## config.mk

```make
export PLATFORM = sky130hd
export DESIGN_NAME = spi_cfg_regbank
export DESIGN_NICKNAME = d
export VERILOG_FILES = /design/src/rtl/spi_cfg_pkg.sv /design/src/rtl/spi_frame_rx.sv /design/src/rtl/spi_cfg_regbank.sv
export SDC_FILE = /design/constraint.sdc
export NUM_CORES = 1
export LEC_CHECK = 0
export ABC_AREA = 0
export CAP_MARGIN = 5
export CORE_ASPECT_RATIO = 0.8
export CORE_MARGIN = 2
export CORE_UTILIZATION = 55
export DETAILED_ROUTE_END_ITERATION = 6
export GPL_TIMING_DRIVEN = 0
export PLACE_DENSITY_LB_ADDON = 0.1
export SLEW_MARGIN = 20
export SYNTH_ARGS = -nofsm -noshare
export SYNTH_HDL_FRONTEND = slang
export SYNTH_SLANG_ARGS = --single-unit
```

## constraint.sdc

```tcl
create_clock -name sclk -period 4.9 [get_ports sclk]
set_input_delay 1.225 -clock sclk [delete_from_list [all_inputs] [get_ports sclk]]
set_output_delay 1.225 -clock sclk [all_outputs]
set_load 0.005 [all_outputs]
```

## src/rtl/spi_cfg_pkg.sv

```systemverilog
// Shared types and helpers for the SPI configuration register bank.
package spi_cfg_pkg;

   typedef enum logic [1:0] {StIdle, StHdr, StData, StOvf} rx_state_e;

   localparam logic RwWrite = 1'b1;
   localparam logic RwRead  = 1'b0;

   function automatic int unsigned frame_len(int unsigned addr_w, int unsigned data_w);
      return 1 + addr_w + data_w;
   endfunction

endpackage

```

## src/rtl/spi_frame_rx.sv

```systemverilog
// SPI frame receiver: bit counter, header/data deserializer and frame FSM.
module spi_frame_rx
   import spi_cfg_pkg::*;
#(
   parameter int unsigned ADDR_W = 2,
   parameter int unsigned DATA_W = 8,
   localparam int unsigned FrameLen = frame_len(ADDR_W, DATA_W),
   localparam int unsigned CntW = $clog2(FrameLen + 1)
) (
   input  logic              sclk,
   input  logic              rst,
   input  logic              cs_b,
   input  logic              sdi,
   output logic              rw,
   output logic [ADDR_W-1:0] addr,
   output logic [DATA_W-1:0] shadow,
   output logic [CntW-1:0]   cnt,
   output logic              ovf,
   output logic              frame_end,
   output logic              rd_load,
   output logic [ADDR_W-1:0] rd_addr,
   output logic              data_shift
);

   localparam logic [CntW-1:0] CntFull = CntW'(FrameLen);
   localparam logic [CntW-1:0] CntHdr  = CntW'(1 + ADDR_W);

   rx_state_e         state_q, state_d;
   logic [CntW-1:0]   cnt_q, cnt_d;
   logic [ADDR_W:0]   hdr_q, hdr_d;
   logic [DATA_W-1:0] shadow_q, shadow_d;
   logic              cs_q;

   always_comb begin
      state_d   = state_q;
      cnt_d     = cnt_q;
      hdr_d     = hdr_q;
      shadow_d  = shadow_q;
      frame_end = cs_b && !cs_q;
      if (frame_end) begin
         state_d = StIdle;
         cnt_d   = '0;
      end else if (!cs_b) begin
         unique case (state_q)
            StIdle: begin
               hdr_d    = {{ADDR_W{1'b0}}, sdi};
               shadow_d = '0;
               cnt_d    = CntW'(1);
               state_d  = StHdr;
            end
            StHdr: begin
               hdr_d = {hdr_q[ADDR_W-1:0], sdi};
               cnt_d = cnt_q + CntW'(1);
               if (cnt_d == CntHdr) state_d = StData;
            end
            StData: begin
               // A bit beyond the full frame length poisons the frame.
               if (cnt_q == CntFull) begin
                  state_d = StOvf;
               end else begin
                  shadow_d = {shadow_q[DATA_W-2:0], sdi};
                  cnt_d    = cnt_q + CntW'(1);
               end
            end
            StOvf: ;
            default: state_d = StIdle;
         endcase
      end
      rd_load    = !cs_b && (state_q == StHdr) && (cnt_d == CntHdr) && (hdr_d[ADDR_W] == RwRead);
      data_shift = !cs_b && (state_q == StData) && (cnt_q != CntFull);
   end

   assign rw      = hdr_q[ADDR_W];
   assign addr    = hdr_q[ADDR_W-1:0];
   assign rd_addr = hdr_d[ADDR_W-1:0];
   assign shadow  = shadow_q;
   assign cnt     = cnt_q;
   assign ovf     = (state_q == StOvf);

   always_ff @(posedge sclk) begin
      if (rst) begin
         state_q  <= StIdle;
         cnt_q    <= '0;
         hdr_q    <= '0;
         shadow_q <= '0;
         cs_q     <= 1'b1;
      end else begin
         state_q  <= state_d;
         cnt_q    <= cnt_d;
         hdr_q    <= hdr_d;
         shadow_q <= shadow_d;
         cs_q     <= cs_b;
      end
   end

endmodule

```

## src/rtl/spi_cfg_regbank.sv

```systemverilog
// Addressable SPI configuration register bank with atomic commit and serial readback.
module spi_cfg_regbank
   import spi_cfg_pkg::*;
#(
   parameter int unsigned DATA_W = 8,
   parameter int unsigned ADDR_W = 2,
   parameter int unsigned NUM_REGS = 4,
   parameter logic [NUM_REGS*DATA_W-1:0] RESET_VAL = '0
) (
   input  logic                       sclk,
   input  logic                       rst,
   input  logic                       cs_b,
   input  logic                       sdi,
   output logic                       sdo,
   output logic [NUM_REGS*DATA_W-1:0] cfg,
   output logic [NUM_REGS-1:0]        cfg_update,
   output logic                       frame_err
);

   localparam int unsigned FrameLen = frame_len(ADDR_W, DATA_W);
   localparam int unsigned CntW = $clog2(FrameLen + 1);
   localparam logic [CntW-1:0] CntFull = CntW'(FrameLen);

   logic              rw, ovf, frame_end, rd_load, data_shift, len_ok;
   logic [ADDR_W-1:0] addr, rd_addr;
   logic [DATA_W-1:0] shadow;
   logic [CntW-1:0]   cnt;

   logic [NUM_REGS-1:0][DATA_W-1:0] cfg_q, cfg_d;
   logic [NUM_REGS-1:0]             upd_q, upd_d;
   logic [DATA_W-1:0]               rd_q, rd_d;
   logic                            err_q, err_d, sdo_q, sdo_d;

   spi_frame_rx #(
      .ADDR_W (ADDR_W),
      .DATA_W (DATA_W)
   ) u_rx (
      .sclk       (sclk),
      .rst        (rst),
      .cs_b       (cs_b),
      .sdi        (sdi),
      .rw         (rw),
      .addr       (addr),
      .shadow     (shadow),
      .cnt        (cnt),
      .ovf        (ovf),
      .frame_end  (frame_end),
      .rd_load    (rd_load),
      .rd_addr    (rd_addr),
      .data_shift (data_shift)
   );

   assign len_ok = (cnt == CntFull) && !ovf;

   always_comb begin
      cfg_d = cfg_q;
      upd_d = '0;
      err_d = 1'b0;
      rd_d  = rd_q;
      sdo_d = 1'b0;
      if (frame_end) begin
         rd_d = '0;
         if (!len_ok) begin
            err_d = 1'b1;
         end else if (rw == RwWrite) begin
            if (int'(addr) >= int'(NUM_REGS)) err_d = 1'b1;
            for (int i = 0; i < int'(NUM_REGS); i++) begin
               if (int'(addr) == i) begin
                  cfg_d[i] = shadow;
                  upd_d[i] = 1'b1;
               end
            end
         end
      end else if (rd_load) begin
         // Unimplemented addresses read back as zero.
         rd_d = '0;
         for (int i = 0; i < int'(NUM_REGS); i++) begin
            if (int'(rd_addr) == i) rd_d = cfg_q[i];
         end
         sdo_d = rd_d[DATA_W-1];
         rd_d  = {rd_d[DATA_W-2:0], 1'b0};
      end else if (data_shift && (rw == RwRead)) begin
         sdo_d = rd_q[DATA_W-1];
         rd_d  = {rd_q[DATA_W-2:0], 1'b0};
      end
   end

   always_ff @(posedge sclk) begin
      if (rst) begin
         cfg_q <= RESET_VAL;
         upd_q <= '0;
         err_q <= 1'b0;
         rd_q  <= '0;
         sdo_q <= 1'b0;
      end else begin
         cfg_q <= cfg_d;
         upd_q <= upd_d;
         err_q <= err_d;
         rd_q  <= rd_d;
         sdo_q <= sdo_d;
      end
   end

   assign cfg        = cfg_q;
   assign cfg_update = upd_q;
   assign frame_err  = err_q;
   assign sdo        = sdo_q;

endmodule

```

==> reports/summary.txt <==
==========================================================================================
Outcome                                                                       finished, final reports clean
Max Transition Viols Final                                                               0
Post-Route Hold Slack                                                             0.499 ns
Detailed placer's ending HPWL                                                 5090 microns
Area added between synthesis and finish                                              23.3%
Clock edge transition at the registers on the reported setup and hold paths        0.06 ns
Setup TNS                                                                             0 ns
Slowest library cell on the worst path                                            clkbuf_1
Final number of hold-violating endpoints                                                 0
Leading post-synthesis cells by instance count                                63 x dfxtp_1, 48 x nor2_1, 41 x mux2i_1
Ant. Diodes                                                                              0
Placer congestion estimate                                                           0.851
Maximum cell stage delay along the critical path                                   0.46 ns
Pre-Repair DR Iteration Count                                                            4
Endpoint of the lowest-slack register-to-register path                                 sdo
Post-synth cell types                                                                   53
Number of cells on the worst hold path                                                   2
Worst setup path class                                                              in2reg
Total of endpoints with negative setup slack in the final report                         0
Via density per instance                                                              5.68
Iteration-0 DRC count of the detailed router                                           195
Highest fanout seen on the critical path                                                10
Core region area                                                                5380 sq um
Unrepaired setup endpoints after global routing                                      false
Die width                                                                     87.0 microns
Number of fill cells in the layout                                                     438
Height of the chip                                                            70.4 microns
Maximum number of buffers from clock root to sink                                        2
Worst ir drop on vdd                                                                215 uV
Fmax achieved                                                                      310 MHz
Max-cap check violation count                                                            0
Clock root cell                                                                   clkbuf_8
Share of synthesized area occupied by flip-flops and latches                         41.6%
Min Clock Period, post-route                                                       3.22 ns
Placement-stage worst setup slack                                                  1.35 ns
Power density normalized to cell area                                          305 nW/um^2
Final std cell area, no fill                                                    3740 sq um
DP Area                                                                         3520 sq um
Portion of the clock cycle consumed by the worst path in the final layout            65.8%
Power, Total                                                                       1.14 mW
HP Class                                                                           reg2reg
Predominant post-synthesis flop cell                                               dfxtp_1
Number of standard cells after synthesis                                               304
CTS tree                                                                               yes
Layout cells sized above 1                                                           14.7%
Capturing element type of the critical path                                      flip-flop
Clock network latency to the later pin of the worst-skew pair                      0.34 ns
Maximum number of pins on one net before global-route repair                            11
Top-count cell post-synth                                                          dfxtp_1
Buffer count from post-CTS setup fixing                                                  0
Per-instance average area after synthesis                                       9.98 sq um
Final core utilization                                                               69.6%
Netlist Area Pre-Place                                                          3030 sq um
CTS hold repair buffers                                                                  0
Post-cts sizing count                                                                    0
Startpoint of the tightest hold check path                                         rd_q[1]
Max H-tree Level                                                                         3
Post-synth net total                                                                   316
Total CTS buffers                                                                        9
Flops & latches, synth                                                                  63
Number of nets with antenna violations after routing                                     0
Slew at the pin closest to its max-slew limit                                     0.672 ns
I/O pin total                                                                           42
Per-cell routed wire length                                                   17.2 microns
Total of warnings raised by yosys                                                        0
Data arrival time of the critical path                                             3.46 ns
Largest cells by area after synthesis                                         dfxtp_1 42%, mux2i_1 14%, nor2_1 5.9%
Leakage power                                                                      1.42 nW
Worst Hold Path EP                                                                 rd_q[1]
Cell type contributing the most total cell area after synthesis                    dfxtp_1
EDFF count, synth                                                                        0
Setup slack of the most critical reg-to-reg path                                   2.36 ns
Final wirelength                                                              7330 microns
Max-Slew Margin vs Limit                                                             55.1%
Critical path startpoint category                                               input port
Number of nets in the layout                                                           367
Crit path setup slack, layout                                                      1.68 ns
Overall die area                                                                6130 sq um
Cells along the critical path                                                 clkdlybuf4s50_1 -> buf_4 -> o21bai_4 -> a22oi_2 -> clkbuf_1 -> a21oi_1 -> a22o_1 -> o32ai_2
Residual overflow from global routing                                                    0
# port buffers                                                                          40
Required time of the critical path                                                 5.14 ns
FP Rows                                                                                 24
Area share of the largest cell type after synthesis                                  41.6%
Via count of the first global-routing pass                                            2279
Instance count after placement with tap cells included                                 409
Reg-to-reg critical path startpoint                                           u_rx.state_q[1]
Wire length of the first global-routing pass                                  11600 microns
Setup clock skew after layout                                                   0.00806 ns
Total track usage                                                                    25.1%
Async set or reset register ratio after synthesis                                       0%
Number of antenna violations at the first check in global routing                        0
Number of vias after detailed routing                                                 2413
Remaining DRCs                                                                           0
Clock net sink count                                                                    63
Critical path buffers and inverters                                                      3
Post-route insts no fill                                                               425
Largest delay share family, worst path                                        compound AO/OA/AOI/OAI gates
R2r worst-path depth                                                                     9
Initial cell density of the core                                                     56.4%
==========================================================================================
[registers in the layout, indices dropped and copies added, names as in the netlist]
signal and cells:
u_rx.hdr_q 3, frame_err 1, cfg 32, u_rx.cs_q 1
u_rx.state_q 2, u_rx.cnt 4, cfg_update 4, sdo 1
u_rx.shadow 8, rd_q 7
[how the worst max path moves through the flow]
| stage | to | slack (ns) | start | cells after the start |
|---|---|---|---|---|
| floorplan | rd_q[3] | 2.23 | cs_b | 6 |
| global placement | cfg[4] | 1.37 | cs_b | 7 |
| detailed placement | cfg[1] | 1.35 | cs_b | 7 |
| CTS | cfg[1] | 1.70 | cs_b | 7 |
| global route | sdo | 1.53 | cs_b | 8 |
| finish | sdo | 1.68 | cs_b | 8 |
[where the power goes]
group | internal, mW | switching [mW] | total [mW]
logic | 0.0388 | 0.0690 | 0.108
registers | 0.517 | 0.00588 | 0.522
clock network | 0.314 | 0.195 | 0.509
[worst reg2reg max path: stages (launching register included)]
cell and delay, ns:
dfxtp_1 0.40, inv_1 0.11, ha_1 0.19, buf_2 0.20, nor2b_1 0.21, a22oi_2 0.38
clkbuf_1 0.46, a21oi_1 0.10, a22o_1 0.26, o32ai_2 0.15
[cell families (layout without fill, tap and decap cells)]
| logic type | Yosys count | count (layout) | synth area share, % |
|---|---|---|---|
| AO/OA/AOI/OAI | 58 | 58 | 15.6 |
| multiplexers | 49 | 49 | 17.4 |
| buffers and inverters | 27 | 83 | 4.70 |
| XOR/XNOR | 3 | 3 | 0.866 |
| AND/OR/NAND/NOR | 96 | 96 | 16.6 |
| adder cells (fa/ha/maj) | 8 | 8 | 3.30 |
| flip-flops | 63 | 63 | 41.6 |
[cell type report]
class	instances	area [sq um]	share of cell area (%)
Clock buffer	13	159	4.25
Clock inverter	3	65.1	1.74
Buffer	21	120	3.21
Multi-Input combinational cell	214	1630	43.6
Inverter	6	22.5	0.602
Sequential cell	63	1260	33.7
Tap cell	65	81.3	2.17
Timing Repair Buffer	40	400	10.7
[layout by cell type (no fill, tap or decap), drive strengths merged, types with 2 or more instances in the layout]
master | synthesis | final
nor2b | 2 | 2
nor3 | 7 | 7
mux2 | 7 | 7
mux2i | 42 | 42
xnor2 | 2 | 2
a211oi | 7 | 7
nor4 | 2 | 2
a22o | 8 | 8
nand3b | 2 | 2
nor2 | 50 | 50
nand2 | 12 | 12
ha | 8 | 8
a31oi | 6 | 6
nand3 | 4 | 4
inv | 6 | 6
buf | 12 | 12
dfxtp | 63 | 63
clkdlybuf4s50 | 0 | 40
clkbuf | 9 | 22
a21oi | 14 | 14
or4b | 2 | 2
or2 | 4 | 4
nand4 | 2 | 2
bufinv | 0 | 2
and2 | 2 | 2
a22oi | 11 | 11
o22ai | 3 | 3
nor3b | 2 | 2
[routing by layer]
metal | up-vias | global-route usage [%] | wire length, microns | part of all wire, %
li1 | 1189 | - | - | -
met3 | 9 | 6.26 | 393 | 5.4
met1 | 1159 | 36.4 | 3610 | 49
met4 | 0 | 8.33 | 72 | 0.98
met5 | - | 0 | 0 | 0
met2 | 56 | 36.1 | 3260 | 44
No activity file was read; power rests on OpenSTA's default activity.
